[src/rtl/prog_mem_loader.sv]
// Framed byte-stream loader for the 14-bit program memory: parses SYNC/count/word-pairs/checksum,
// issues sequential writes from address 0 and holds the CPU in reset while a download is open or failed.
module prog_mem_loader #(
  parameter int unsigned ADDR_W  = 11,
  parameter int unsigned DATA_W  = 14,
  parameter int unsigned TIMEOUT = 50_000_000,
  parameter logic [7:0]  SYNC    = 8'hA5
) (
  input  logic              clk,
  input  logic              reset,
  input  logic [7:0]        in_data,
  input  logic              in_valid,
  output logic              in_ready,
  output logic              wr_en,
  output logic [ADDR_W-1:0] wr_addr,
  output logic [DATA_W-1:0] wr_data,
  output logic              cpu_hold,
  output logic              done,
  output logic              error,
  output logic              busy
);

  localparam int unsigned TW    = (TIMEOUT > 1) ? $clog2(TIMEOUT) : 1;
  localparam logic [TW-1:0] T_LAST = TW'(TIMEOUT - 1);
  localparam int unsigned MAX_N = 2 ** ADDR_W;

  typedef enum logic [2:0] {IDLE, CNT_LO, CNT_HI, W_LO, W_HI, CHK} state_e;

  state_e            state_q;
  logic              in_ready_q, wr_en_q, hold_q, done_q, error_q, busy_q;
  logic [ADDR_W-1:0] wr_addr_q;
  logic [DATA_W-1:0] wr_data_q;
  logic [7:0]        sum_q, cnt_lo_q, lo_q;
  logic [ADDR_W:0]   n_q, wcnt_q;
  logic [TW-1:0]     tcnt_q;

  logic              hs;
  logic [7:0]        sum_d;
  logic [11:0]       n_raw;
  logic              n_bad;
  logic [ADDR_W:0]   wcnt_d;

  always_comb begin
    hs     = in_valid && in_ready_q;
    sum_d  = sum_q + in_data;
    n_raw  = {in_data[3:0], cnt_lo_q};
    n_bad  = (in_data[7:4] != 4'h0) || (n_raw == 12'd0) || (32'(n_raw) > MAX_N);
    wcnt_d = wcnt_q + 1'b1;
  end

  always_ff @(posedge clk or posedge reset) begin
    if (reset) begin
      state_q    <= IDLE;
      in_ready_q <= 1'b0;
      wr_en_q    <= 1'b0;
      wr_addr_q  <= '0;
      wr_data_q  <= '0;
      hold_q     <= 1'b0;
      done_q     <= 1'b0;
      error_q    <= 1'b0;
      busy_q     <= 1'b0;
      sum_q      <= '0;
      cnt_lo_q   <= '0;
      lo_q       <= '0;
      n_q        <= '0;
      wcnt_q     <= '0;
      tcnt_q     <= '0;
    end else begin
      in_ready_q <= 1'b1;
      wr_en_q    <= 1'b0;
      done_q     <= 1'b0;
      if (state_q != IDLE) begin
        tcnt_q <= hs ? '0 : tcnt_q + 1'b1;
      end
      // Inter-byte stall inside a frame aborts it like any other framing error.
      if (state_q != IDLE && !hs && tcnt_q == T_LAST) begin
        error_q <= 1'b1;
        busy_q  <= 1'b0;
        state_q <= IDLE;
      end else if (hs) begin
        case (state_q)
          IDLE: begin
            if (in_data == SYNC) begin
              state_q <= CNT_LO;
              busy_q  <= 1'b1;
              error_q <= 1'b0;
              hold_q  <= 1'b1;
              sum_q   <= '0;
              wcnt_q  <= '0;
              tcnt_q  <= '0;
            end
          end
          CNT_LO: begin
            cnt_lo_q <= in_data;
            sum_q    <= sum_d;
            state_q  <= CNT_HI;
          end
          CNT_HI: begin
            sum_q <= sum_d;
            if (n_bad) begin
              error_q <= 1'b1;
              busy_q  <= 1'b0;
              state_q <= IDLE;
            end else begin
              n_q     <= (ADDR_W + 1)'(n_raw);
              state_q <= W_LO;
            end
          end
          W_LO: begin
            lo_q    <= in_data;
            sum_q   <= sum_d;
            state_q <= W_HI;
          end
          W_HI: begin
            sum_q <= sum_d;
            if (in_data[7:6] != 2'b00) begin
              error_q <= 1'b1;
              busy_q  <= 1'b0;
              state_q <= IDLE;
            end else begin
              wr_en_q   <= 1'b1;
              wr_addr_q <= wcnt_q[ADDR_W-1:0];
              wr_data_q <= DATA_W'({in_data[5:0], lo_q});
              wcnt_q    <= wcnt_d;
              state_q   <= (wcnt_d == n_q) ? CHK : W_LO;
            end
          end
          CHK: begin
            sum_q   <= sum_d;
            busy_q  <= 1'b0;
            state_q <= IDLE;
            if (sum_d == 8'h00) begin
              done_q <= 1'b1;
              hold_q <= 1'b0;
            end else begin
              error_q <= 1'b1;
            end
          end
          default: begin
            busy_q  <= 1'b0;
            state_q <= IDLE;
          end
        endcase
      end
    end
  end

  assign in_ready = in_ready_q;
  assign wr_en    = wr_en_q;
  assign wr_addr  = wr_addr_q;
  assign wr_data  = wr_data_q;
  assign cpu_hold = hold_q;
  assign done     = done_q;
  assign error    = error_q;
  assign busy     = busy_q;

endmodule
[config.mk]
export PLATFORM = sky130hd
export DESIGN_NAME = prog_mem_loader
export DESIGN_NICKNAME = d
export VERILOG_FILES = /design/src/rtl/prog_mem_loader.sv
export SDC_FILE = /design/constraint.sdc
export NUM_CORES = 1
export LEC_CHECK = 0
export BUFFER_PORTS_ARGS = -buffer_cell sky130_fd_sc_hd__buf_4
export CAP_MARGIN = 30
export CORE_MARGIN = 1
export CORE_UTILIZATION = 42
export CTS_CLUSTER_SIZE = 24
export DETAILED_ROUTE_END_ITERATION = 12
export GPL_ROUTABILITY_DRIVEN = 0
export PLACE_DENSITY = 0.57
export SKIP_LAST_GASP = 1
export SLEW_MARGIN = 0
export SYNTH_ARGS = -nofsm -noshare
export SYNTH_HDL_FRONTEND = slang
export SYNTH_SLANG_ARGS = --single-unit
[constraint.sdc]
create_clock -name clk -period 4.5 [get_ports clk]
set_clock_uncertainty 0.2 [all_clocks]
set_input_delay 0.45 -clock clk [delete_from_list [all_inputs] [get_ports clk]]
set_output_delay 0.45 -clock clk [all_outputs]
set_load 0.01 [all_outputs]
* After elaboration in Yosys (flattened, before gate mapping)
Index checks and enable logic that the tools add are counted.
** Storage, ports and cells
- Flip-flop bits (word level) :: 108
- Bits in latches :: 0
- Bits in writable memories :: 0
- ROM bits :: 0
- Output and inout port bits :: 31
- Logic and storage cells :: 108
- Memories :: 0
** Cells by class
- Add/sub/neg operators :: 3
- $mul :: 0
- Divide/modulo/power cells :: 0
- Order comparisons :: 1
- Equal/unequal tests :: 16
- Shift-type cells :: 0
- Multiplexer cells :: 41
- Bitwise logic cells :: 3
- Reduce and logical (&&, ||, !) cells :: 29
** Operators by type and width (number)
- $mux W26 :: 6
- $add A26 B1 Y26 const B :: 1
- $eq A26 B26 Y1 const B :: 1
- $mux W12 :: 2
- $pmux W12 S2 :: 1
- $mux W1 :: 20
- $pmux W8 S2 :: 1
- $mux W3 :: 5
- $pmux W3 S5 :: 1
- $reduce_and A5 Y1 :: 3
- $add A12 B1 Y12 const B :: 1
- $eq A12 B12 Y1 :: 1
- $gt A12 B12 Y1 const B :: 1
- $logic_not A12 Y1 :: 1
- $ne A3 B3 Y1 const B :: 4
- $reduce_and A4 Y1 :: 3
- $reduce_bool A2 Y1 :: 5
- $add A8 B8 Y8 :: 1
- $eq A8 B8 Y1 const B :: 1
- $logic_not A8 Y1 :: 1
- $mux W8 :: 1
- $pmux W1 S4 :: 2
- $eq A3 B2 Y1 const B :: 2
- $eq A3 B3 Y1 const B :: 2
- 18 further kinds :: 26

* Longest topological paths before layout
- Depth after elaboration :: 7
- Depth in mapped cells :: 10
- Mapped depth without buffers :: 8

* Worst setup path after synthesis
Ideal clock, no wire load.
- Path type :: input port to flip-flop
- Start point :: input in_data[0]
- End point :: register error_q (netlist: error)
- Arrival time :: 2.396 ns
- Data required time :: 4.174 ns
- Setup slack :: 1.778 ns
- Stages on the path :: 8
- Path buffers :: 0
- Cell sequence :: ha_1 -> fa_1 -> a21o_1 -> a211oi_1 -> o211ai_1 -> a2111oi_4 -> a211oi_1 -> o32a_1
** Between the ends
- Longest elaborated chain between the ends :: 5
- Elaborated cells between the ends (all ways) :: 11
- Those cells by class :: add/sub (1); order compare (1); eq/ne (4); reduce/logical (5)
** Ends and longest elaborated chain
- start: declaration :: line 11 : input logic [7:0] in_data,
- parallel branches: the longest is 4 deep, another holds $add A8 B8 Y8
- $reduce_and A6 Y1 (no line) *
- end signal: assignment :: line 60 : error_q <= 1'b0;
- end signal: assignment :: line 77 : error_q <= 1'b1;
- end signal: assignment :: line 86 : error_q <= 1'b0;
- end: declaration :: line 30 : logic in_ready_q, wr_en_q, hold_q, done_q, error_q, busy_q;
Every way passes the cells marked *.
A chain may end at the register's enable or synchronous reset.

* Final worst setup path
- Start point :: register sum_q[0]
- End point :: register hold_q (netlist: cpu_hold)
** Between the ends
- Longest elaborated chain between the ends :: 4
** Ends and longest elaborated chain
- start: declaration :: line 33 : logic [7:0] sum_q, cnt_lo_q, lo_q;
- start signal: assignment :: line 95 : sum_q <= sum_d;
- start signal: assignment :: line 99 : sum_q <= sum_d;
- start signal: assignment :: line 111 : sum_q <= sum_d;
- $add A8 B8 Y8 :: line 45 : sum_d = sum_q + in_data;
- $logic_not A8 Y1 :: line 132 : if (sum_d == 8'h00) begin
- $ne A2 B2 Y1 (no line)
- $reduce_and A5 Y1 (no line)
- end signal: assignment :: line 58 : hold_q <= 1'b0;
- end signal: assignment :: line 87 : hold_q <= 1'b1;
- end signal: assignment :: line 134 : hold_q <= 1'b0;
- end: declaration :: line 30
No other way between the ends.

==> out/metrics.yaml <==
slowest_delay_ps: 430
cts_tree: "built"
port_buffers: 41
syn_nets: 613
reg2reg_slack_ps: 1680
die_w_um: 117
num_vias: 4459
antenna_found_initial: 0
drt_wl_total_um: 13100
synth_top_cell_by_area: "dfrtp_1"
root_buffer: "clkbuf_16"
p_total_mw: 3.01
hp-start: "in_data[0]"
crit_buf_inv: 0
cpLargestDelayFamily: "compound AO/OA/AOI/OAI gates"
hp-class: "in -> reg"
first_pass_iters: 5
start_util_pct: 43.5
synth_edf_count: 0
dieArea_um2: 13600
ys_seq_elements: 108
min_period_over_period_pct: 62.6
die_h_um: 117
peakVddDrop_uv: 204
cts_buffer_depth: 2
start_kind: "register"
drive_gt1_share_pct: 17.2
track_usage_pct: 21.0
gr-total-overflow: 0
synth_top_cell_area_share_pct: 48.8
period_minus_slack_ps: 2820
ant_nets: 0
grt_pass1_wl_um: 21900
power.density_nw_per_um2: 476
synth.distinct_cells: 55
grt_setup_unrepaired: "false"
drtIter0Drc: 269
fp.coreArea_um2: 12700
reg2reg_depth: 8
tritoncts.num_buffers: 9
critPathArrivalTime_ps: 2860
avgSynthCellArea_um2: 9.35
worst_ep_required_time_ps: 4540
slew_viol_final: 0
outcome: "complete, no violations"
wl_per_cell_um: 16.4
synth_area_leaders: "dfrtp_1 (49%), nand2_1 (8.5%), mux2_2 (5.7%), o21ai_0 (3.8%), nor2_1 (2.8%)"
io_pins: 42
grt_pass1_vias: 4239
setup_tns_ps: 0
worstMarginPinSlew_ps: 979
p_leak_nw: 2.91
critPathMaxFanout: 4
path_class: "reg -> reg"
antennaDiodeCount: 0
hpwl_um: 9060
worstHoldPathCells: 3
critical-path-slowest-cell: "fa_1"
reg2reg_from: "sum_q[0]"
cp-end-kind: "register"
crit_top_cell: "a211oi_1"
fmax_mhz: 355
nNetsFinal: 644
synth_area_um2: 5530
ys_warn_count: 0
finish.utilization_pct: 49.6
postSynthCellCount: 592
htree_levels: 3
holdPathEnd: "wr_data[8]"
clock_latency_ps: 350
maxCapViolCount: 0
finalSetupViolCount: 0
crit_chain: "ha_1 -> fa_1 -> a21o_1 -> a211oi_1 -> o211ai_1 -> a2111oi_4 -> a211oi_1 -> nor4_1"
ys.flop_type: "dfrtp_1"
slew_headroom_pct: 34.5
cts.sinks: 108
remaining_drc_errors: 0
rows: 41
ys_seq_area_share_pct: 48.8
grt_max_degree: 67
finalHoldViolCount: 0
avgViaCountPerCell: 5.58
worstReg2RegEnd: "cpu_hold"
synth-async-reset-ratio_pct: 100
clk_pin_slew_worst_paths_ps: 70
syn2layout_area_growth_pct: 14.0
cts-resized-gates: 0
==> cell type report <==
| class | count | area (um^2) |
|---|---|---|
| Multi-Input combinational cell | 448 | 2690 |
| Sequential cell | 108 | 2700 |
| Inverter | 7 | 28.8 |
| Clock inverter | 3 | 22.5 |
| Tap cell | 172 | 215 |
| Timing Repair Buffer | 49 | 390 |
| Clock buffer | 12 | 256 |
| Fill cell | 1262 | 6410 |
==> worst register-to-register path, stage by stage (launching register included) <==
cell and delay (ps):
dfrtp_1 380, ha_1 230, fa_1 430, a21o_1 180, a211oi_1 290, o211ai_1 170, a2111oi_4 380, a211oi_1 130
nor4_1 320
==> power breakdown <==
part           internal [mW]  switching, mW  total, mW
clock                  0.404          0.351      0.756
combinational          0.390          0.519      0.909
sequential              1.17          0.172       1.34
==> registers in the layout (all words and copies together) (netlist names), 3 cells and up <==
| register | cells |
|---|---|
| cnt_lo_q | 8 |
| lo_q | 8 |
| n_q | 12 |
| state_q | 3 |
| sum_q | 8 |
| tcnt_q | 26 |
| wcnt_q | 12 |
| wr_addr | 11 |
| wr_data | 14 |
==> cells in the mapped netlist, drive strengths merged, types with 2 or more instances <==
| library cell | instances |
|---|---|
| nand2 | 125 |
| dfrtp | 108 |
| nor2 | 42 |
| o21ai | 42 |
| a21oi | 30 |
| mux2 | 28 |
| clkbuf | 21 |
| nor3 | 18 |
| nand3 | 16 |
| xnor2 | 15 |
| nor4 | 13 |
| xor2 | 13 |
| or3 | 12 |
| nand4 | 11 |
| and3 | 9 |
| ha | 9 |
| buf | 8 |
| a211oi | 7 |
| inv | 7 |
| o31ai | 7 |
| and2 | 6 |
| a31oi | 5 |
| a21o | 4 |
| a22oi | 3 |
| nand2b | 3 |
| o211ai | 3 |
| o21a | 3 |
| a22o | 2 |
| nor3b | 2 |
| nor4bb | 2 |
| or2 | 2 |
| or4 | 2 |
==> through the flow <==
step / cell area, um^2 / instances / hold slack, ps / worst slack [ps]
floorplan: 5530 / 592 / 235 / 1000
global placement: 5980 / 781 / 246 / 1510
detailed placement: 6020 / 783 / 213 / 1490
CTS: 6310 / 799 / 163 / 1690
global route: 6310 / 799 / 180 / 1510
finish: 6310 / 799 / 169 / 1680
==> worst max-delay path by stage <==
stage,start,end,slack [ps],cells past startpoint
after floorplan,reset,busy,1000,1
after global placement,in_data[0],error,1510,9
after detailed placement,in_data[0],cpu_hold,1490,9
after CTS,sum_q[0],cpu_hold,1690,8
after global routing,sum_q[0],cpu_hold,1510,8
final,sum_q[0],cpu_hold,1680,8
==> placed cells by master (no fill, tap or decap), types with 8 or more instances in the layout <==
master,n
a21oi_1,30
and3_1,8
buf_4,47
clkbuf_16,9
dfrtp_1,108
ha_1,9
mux2_2,28
nand2_1,125
nand3_1,15
nand4_1,11
nor2_1,41
nor3_1,15
nor4_1,11
o21ai_0,42
or3_1,9
xnor2_1,15
xor2_1,13
==> routing by layer <==
metal	part of all wire, %	routed length (um)	GRT usage (%)	up-vias
met5	0	0	0	-
met1	49	6360	29.6	2207
met2	47	6110	33.2	90
li1	-	-	-	2146
met3	3.3	434	3.40	16
met4	1.6	206	7.17	0
==> cells by family (layout without fill, tap and decap cells) <==
family	Yosys count	count (layout)	synth area share, %
and+or+nand+nor	266	266	23.2
other	1	1	0.0678
AOI/OAI and AO/OA	114	114	12.7
buffers and inverters	36	71	2.56
muxes	29	29	5.88
adders and majority gates	10	10	2.40
xor gates and xnor gates	28	28	4.43
DFF	108	108	48.8
==> timing repair <==
action / CTS / global route
hold endpoints to repair: 15 / 0
setup buffers: 0 / 0
endpoints found under the setup margin: 0 / 0
hold buffers: 1 / 0
Power figures use the tool's default switching activity.
